$ cat config.mk
export PLATFORM = sky130hd
export DESIGN_NAME = byte_word_packer
export DESIGN_NICKNAME = d
export VERILOG_FILES = /design/src/rtl/byte_word_packer.sv
export SDC_FILE = /design/constraint.sdc
export NUM_CORES = 1
export LEC_CHECK = 0
export CELL_PAD_IN_SITES_DETAIL_PLACEMENT = 0
export CELL_PAD_IN_SITES_GLOBAL_PLACEMENT = 1
export CORE_MARGIN = 2
export CORE_UTILIZATION = 37
export CTS_CLUSTER_SIZE = 24
export DETAILED_ROUTE_END_ITERATION = 8
export PLACE_DENSITY_LB_ADDON = 0.25
export SYNTH_ARGS = -nofsm -noshare
export SYNTH_HDL_FRONTEND = slang
export SYNTH_SLANG_ARGS = --single-unit
$ cat constraint.sdc
create_clock -name clk -period 1.7 [get_ports clk]
set_input_delay 0.425 -clock clk [delete_from_list [all_inputs] [get_ports clk]]
set_output_delay 0.425 -clock clk [all_outputs]
set_load 0.03 [all_outputs]
$ cat src/rtl/byte_word_packer.sv
// rtl/byte_word_packer.sv - packs a byte stream into network-order words with a byte-keep mask
// Optional stats outputs (frame_count, partial_count) are enabled by defining BYTE_WORD_PACKER_STATS_EN.
module byte_word_packer #(
  parameter int BYTE_SIZE    = 8,
  parameter int OUTPUT_BYTES = 4
) (
  input  logic                              clk,
  input  logic                              rst_n,
  input  logic [BYTE_SIZE-1:0]              s_data,
  input  logic                              s_valid,
  input  logic                              s_last,
  output logic                              s_ready,
  output logic [OUTPUT_BYTES*BYTE_SIZE-1:0] m_data,
  output logic [OUTPUT_BYTES-1:0]           m_keep,
  output logic                              m_last,
  output logic                              m_valid,
  input  logic                              m_ready
`ifdef BYTE_WORD_PACKER_STATS_EN
  ,
  output logic [15:0]                       frame_count,
  output logic [15:0]                       partial_count
`endif
);

  localparam int W  = OUTPUT_BYTES * BYTE_SIZE;
  localparam int CW = $clog2(OUTPUT_BYTES);
  localparam logic [CW-1:0] LAST_LANE = CW'(OUTPUT_BYTES - 1);

  logic [CW-1:0]           r_cnt;
  logic [W-1:0]            r_acc;
  logic [W-1:0]            r_data;
  logic [OUTPUT_BYTES-1:0] r_keep;
  logic                    r_last;
  logic                    r_valid;

  logic [CW-1:0]           w_lane;
  logic [W-1:0]            w_acc_next;
  logic [OUTPUT_BYTES-1:0] w_keep_next;
  logic                    w_accept;
  logic                    w_complete;
  logic                    w_drain;

  assign s_ready    = rst_n && (!r_valid || m_ready);
  assign w_accept   = s_valid && s_ready;
  assign w_complete = w_accept && ((r_cnt == LAST_LANE) || s_last);
  assign w_drain    = r_valid && m_ready;

  // First byte goes to the top lane; lanes below the write point stay zero
  // because the accumulator is cleared at every completion.
  always_comb begin
    w_lane      = LAST_LANE - r_cnt;
    w_acc_next  = r_acc;
    w_keep_next = '0;
    for (int i = 0; i < OUTPUT_BYTES; i++) begin
      if (CW'(i) == w_lane) begin
        w_acc_next[i*BYTE_SIZE +: BYTE_SIZE] = s_data;
      end
      if (CW'(i) >= w_lane) begin
        w_keep_next[i] = 1'b1;
      end
    end
  end

  always_ff @(posedge clk) begin
    if (!rst_n) begin
      r_cnt   <= '0;
      r_acc   <= '0;
      r_data  <= '0;
      r_keep  <= '0;
      r_last  <= 1'b0;
      r_valid <= 1'b0;
    end else begin
      if (w_complete) begin
        r_data  <= w_acc_next;
        r_keep  <= w_keep_next;
        r_last  <= s_last;
        r_valid <= 1'b1;
        r_cnt   <= '0;
        r_acc   <= '0;
      end else begin
        if (w_accept) begin
          r_cnt <= r_cnt + 1'b1;
          r_acc <= w_acc_next;
        end
        if (w_drain) begin
          r_valid <= 1'b0;
        end
      end
    end
  end

  assign m_data  = r_data;
  assign m_keep  = r_keep;
  assign m_last  = r_last;
  assign m_valid = r_valid;

`ifdef BYTE_WORD_PACKER_STATS_EN
  logic [15:0] r_frame_count;
  logic [15:0] r_partial_count;

  always_ff @(posedge clk) begin
    if (!rst_n) begin
      r_frame_count   <= '0;
      r_partial_count <= '0;
    end else if (w_drain && r_last) begin
      r_frame_count <= r_frame_count + 16'd1;
      if (r_keep != {OUTPUT_BYTES{1'b1}}) begin
        r_partial_count <= r_partial_count + 16'd1;
      end
    end
  end

  assign frame_count   = r_frame_count;
  assign partial_count = r_partial_count;
`endif

endmodule

* After elaboration in Yosys (flattened, before gate mapping)
Index checks and enable logic that the tools add are counted.
** Storage, ports and cells
- Input bits :: 13
- Flip-flop bits (word level) :: 72
- Output and inout port bits :: 39
- Word-level logic and storage cells :: 37
** Operators by class
- Reductions and logical operators :: 10
- Bitwise gates (word level) :: 1
- Equality and inequality tests :: 4
- Add/subtract/negate cells :: 2
- Order comparisons :: 4
- Muxes and demuxes :: 10
** Operators with widths (count)
- $mux 8 :: 4
- $mux 1 :: 6
- $eq 2x2->1 const A :: 2
- $ge 1x2->1 const A :: 2
- $ge 2x2->1 const A :: 2
- $logic_and 1x1->1 :: 4
- $add 2x1->2 const B :: 1
- $eq 1x2->1 const A :: 1
- $eq 2x2->1 const B :: 1
- $logic_not 2->1 :: 1
- $logic_or 1x1->1 :: 2
- $reduce_bool 2->1 :: 1
- $reduce_or 2->1 :: 1
- $sub 2x2->2 const A :: 1
- $logic_not 1->1 :: 1
- $not 1->1 :: 1

* Logic depth before layout (Yosys ltp)
- Depth in word-level cells :: 6
- Depth in mapped cells :: 7
- Mapped depth without buffers :: 5

* Worst setup path before layout
OpenSTA, ideal clock, no wires.
- Path kind :: reg-to-reg
- From :: reg r_cnt[0]
- To :: reg r_keep[1] (netlist: m_keep[1])
- Library setup time :: 0.088 ns
- Buffers on the path :: 3
- Clock period less this slack :: 1.636 ns
- Data required time :: 1.612 ns
- Arrival time :: 1.548 ns
- Stages on the path, launching flop included :: 8
- Setup slack :: 0.064 ns
- Cells stage by stage :: dfxtp_1 ha_1 buf_6 or2_4 buf_6 and3_4 buf_6 a311oi_2
** On the way
- Longest elaborated chain between the ends :: 3
- Elaborated cells on any way between the ends :: 6
- Those cells by class :: add/sub (1); order compare (1); eq/ne (1); mux (1); reduce/logical (2)
** RTL lines
- start, declared :: RTL line 29 : logic [CW-1:0] r_cnt;
- start signal, assigned :: RTL line 82 : r_cnt <= r_cnt + 1'b1;
- $sub 2x2->2 / $eq 2x2->1 (equally long branches) :: RTL line 51, 45
- $ge 1x2->1 / $logic_or 1x1->1 (equally long branches) :: RTL line 58, 45
- $mux 1 / $logic_and 1x1->1 (equally long branches) :: RTL line 58, 45
- end signal, assigned :: RTL line 75 : r_keep <= w_keep_next;
- end, declared :: RTL line 32 : logic [OUTPUT_BYTES-1:0] r_keep;
Several ways; a longest one is shown, not always the timed one.
A chain may end at the register's enable or synchronous reset.

* Worst setup path after layout
- From :: in m_ready
- To :: out s_ready
** On the way
- Longest elaborated chain between the ends :: 2
** RTL lines
- start, declared :: RTL line 17 : input logic m_ready
- $logic_or 1x1->1 :: RTL line 43 : assign s_ready = rst_n && (!r_valid || m_ready);
- $logic_and 1x1->1 :: RTL line 43
- end, declared :: RTL line 12 : output logic s_ready,
No other way between the ends.

==> flow_summary.toml <==
[setup_path]
cp_max_fo = 2
critical_path_arrival_ns = 1.23
worstSetupPathType = "input port to output pin"
worst_setup_path_end_kind = "output pin"
required_ns = 1.27
crit_path_start_kind = "input port"

[cts]
clkSinkCount = 72
numCtsBuffers = 9
post-cts-setup-buffers = 0
htreeDepth = 3
ctsHoldBuffers = 0
clockRootBuffer = "clkbuf_8"
clk_path_buf_depth = 2
path_clk_slew_ns = 0.08
tritoncts = "done"
clk_latency_ns = 0.35

[floorplanning]
initial_core_util_pct = 38.55
design.die.area_um2 = 9361
coreArea_um2 = 8258
die_h_um = 96.75
row_count = 33
ios = 52
fp.dieW_um = 96.75

[yosys]
ys_ff_latch = 72
synth_area_per_cell_um2 = 9.947
seq_area_frac_synth_pct = 45.28
synth_cells = 320
synth_most_common_cell = "dfxtp_1"
yosysWarnings = 0
synth.distinct_cells = 31
async_reset_ff_share_pct = 0
synth_edf_count = 0
syn-cell-area_um2 = 3183
synthTopCellsByCount = "72 x dfxtp_1, 35 x a21oi_1, 33 x o31ai_1"
synthFlopType = "dfxtp_1"
synth_area_leader_cell = "dfxtp_1"
synth_top_area_share_pct = 45.28
synth.area.top_cells = "dfxtp_1 45%, mux2i_1 10%, o31ai_1 7.8%, o2bb2ai_1 7.2%, nand4_1 6.3%"
syn_nets = 338

[routing]
num_vias = 2742
drt_pre_antenna_iters = 4
vias_per_cell = 5.596
ant_nets = 0
wl_um = 8332
drc_errors = 0
wl_per_cell_um = 17.00
drt_iter0_drc = 154

[placement]
placed_cell_area_um2 = 4089
io_buffers = 51
gp_congestion = 0.7746
dp_hpwl_um = 5691

[job]
max-cap-violations = 0

[sta]
hold_viol_final = 0
fin_skew_ns = 0.006426
timing.fmax_mhz = 603.3
finalSetupViolCount = 0
rsz0062_at_grt = "false"
fin_crit_sh_pct = 97.50
fin_crit_ns = 1.658
relSlewSlack_pct = 75.02
max_slew.worst_pin.slew_ns = 0.3736
finalMaxSlewViolations = 0

[final_layout]
nets = 398
multi_input_area_um2 = 1494
stdcell_area_um2 = 4257
final_layout_size_suffix_gt1_share_pct = 17.92
syn2layout_area_growth_pct = 33.73
fin_util_pct = 51.55
nFillCells = 792
seqCellArea_um2 = 1441
num_antenna_cells = 0

[power_and_ir_drop]
fin_total_pwr_mw = 3.619
p_seq_share_pct = 48.1
power.leakage_nw = 1.617
p_switching_mw = 0.9432
power.internal_mw = 2.676
combPwrFrac_pct = 13.2
p_sw_share_pct = 26.06
cellPowerDensity_nw_per_um2 = 850.2
ir_drop_mv = 0.4056
p_clk_share_pct = 38.7

[global_route]
antenna_found_initial = 0
grt_start_max_net_pins = 36
grt_pass1_vias = 2699
grt_first_pass_wirelength_um = 13940
grt-ovfl-total = 0
grt_usage_pct = 18.34

[status]
status = "completed"

[hold_path]
min_path_type = "register to register"
-- cell families (layout without fill, tap and decap cells) --
logic type               after synthesis  after routing  share of synthesized area, %
AO/OA/AOI/OAI                        117            117                         26.22
flip-flops                            72             72                         45.28
multiplexers                          32             32                         10.06
buffers and inverters                 51            116                         7.940
adder cells (fa/ha/maj)                5              5                         1.965
AND/OR/NAND/NOR                       43             43                         8.530
-- worst max-delay path, cell delays in order --
cell and delay [ns]:
clkdlybuf4s50_1 0.48, nor2b_2 0.06, nor2_2 0.12, buf_6 0.15
-- final cells by class --
class / instances / share of cell area [%]
well taps: 105 / 3.086
multi-input cells: 197 / 35.10
inverters: 7 / 0.7055
clock buffers: 11 / 3.557
flip-flops and latches: 72 / 33.86
clock inverters: 5 / 1.293
repair buffers: 93 / 22.40
-- through the flow --
step | setup TNS (ns) | cells | setup slack, ns | hold slack [ns]
after floorplan | 0 | 320 | 0.06385 | 0.4450
after global placement | -7.027 | 474 | -0.1368 | 0.4466
after detailed placement | -8.666 | 474 | -0.1734 | 0.4454
after CTS | 0 | 490 | 0.01969 | 0.4646
after global routing | 0 | 490 | 0.004289 | 0.4765
final | 0 | 490 | 0.04248 | 0.4580
-- cells in the final DEF, fill, tap and decap left out, types with 3 or more instances in the layout --
cell type,count
o2bb2ai_1,26
dlygate4sd2_1,39
buf_4,28
inv_1,5
a21oi_1,35
clkbuf_8,11
o31ai_1,33
nand4_1,32
dfxtp_1,72
clkinvlp_4,3
nand3_1,3
a211oi_1,7
clkdlybuf4s50_1,11
buf_12,14
a31oi_1,8
ha_1,5
mux2i_1,32
-- power by group through the flow --
stage / clock [mW] / sequential [mW] / combinational, mW
floorplan: 0 / 1.83 / 0.220
global placement: 0 / 1.78 / 0.491
detailed placement: 0 / 1.78 / 0.495
CTS: 1.44 / 1.74 / 0.481
global route: 1.52 / 1.74 / 0.513
finish: 1.40 / 1.74 / 0.478
-- what timing repair did --
item,4_1_cts,5_1_grt
cloned,0,0
gates resized for setup,41,1
endpoints found under the setup margin,39,4
pin swaps,1,1
-- layer usage --
metal	global-route usage, %	part of all wire (%)	up-vias
met3	3.902	3.1	12
met2	27.72	45	56
met4	5.850	1.5	0
li1	-	-	1349
met5	0	0	-
met1	26.13	51	1325
-- sequential cells by signal, indices dropped and copies added (netlist names) --
name and flops:
m_data 32, m_keep 4, m_last 1, m_valid 1, r_acc 32, r_cnt 2
-- worst paths after layout --
check                           from                 endpoint  slack (ns)  depth (start not counted)
max                          m_ready                  s_ready        0.04                          4
min          m_data[10]$_SDFFE_PN0P_  m_data[10]$_SDFFE_PN0P_        0.46                          1
max reg2reg    r_cnt[0]$_SDFFE_PP0P_   r_acc[12]$_SDFFE_PP0P_        0.16                          5
min reg2reg  m_data[10]$_SDFFE_PN0P_  m_data[10]$_SDFFE_PN0P_        0.46                          1
Note: power is estimated with default switching activity, not from simulation.
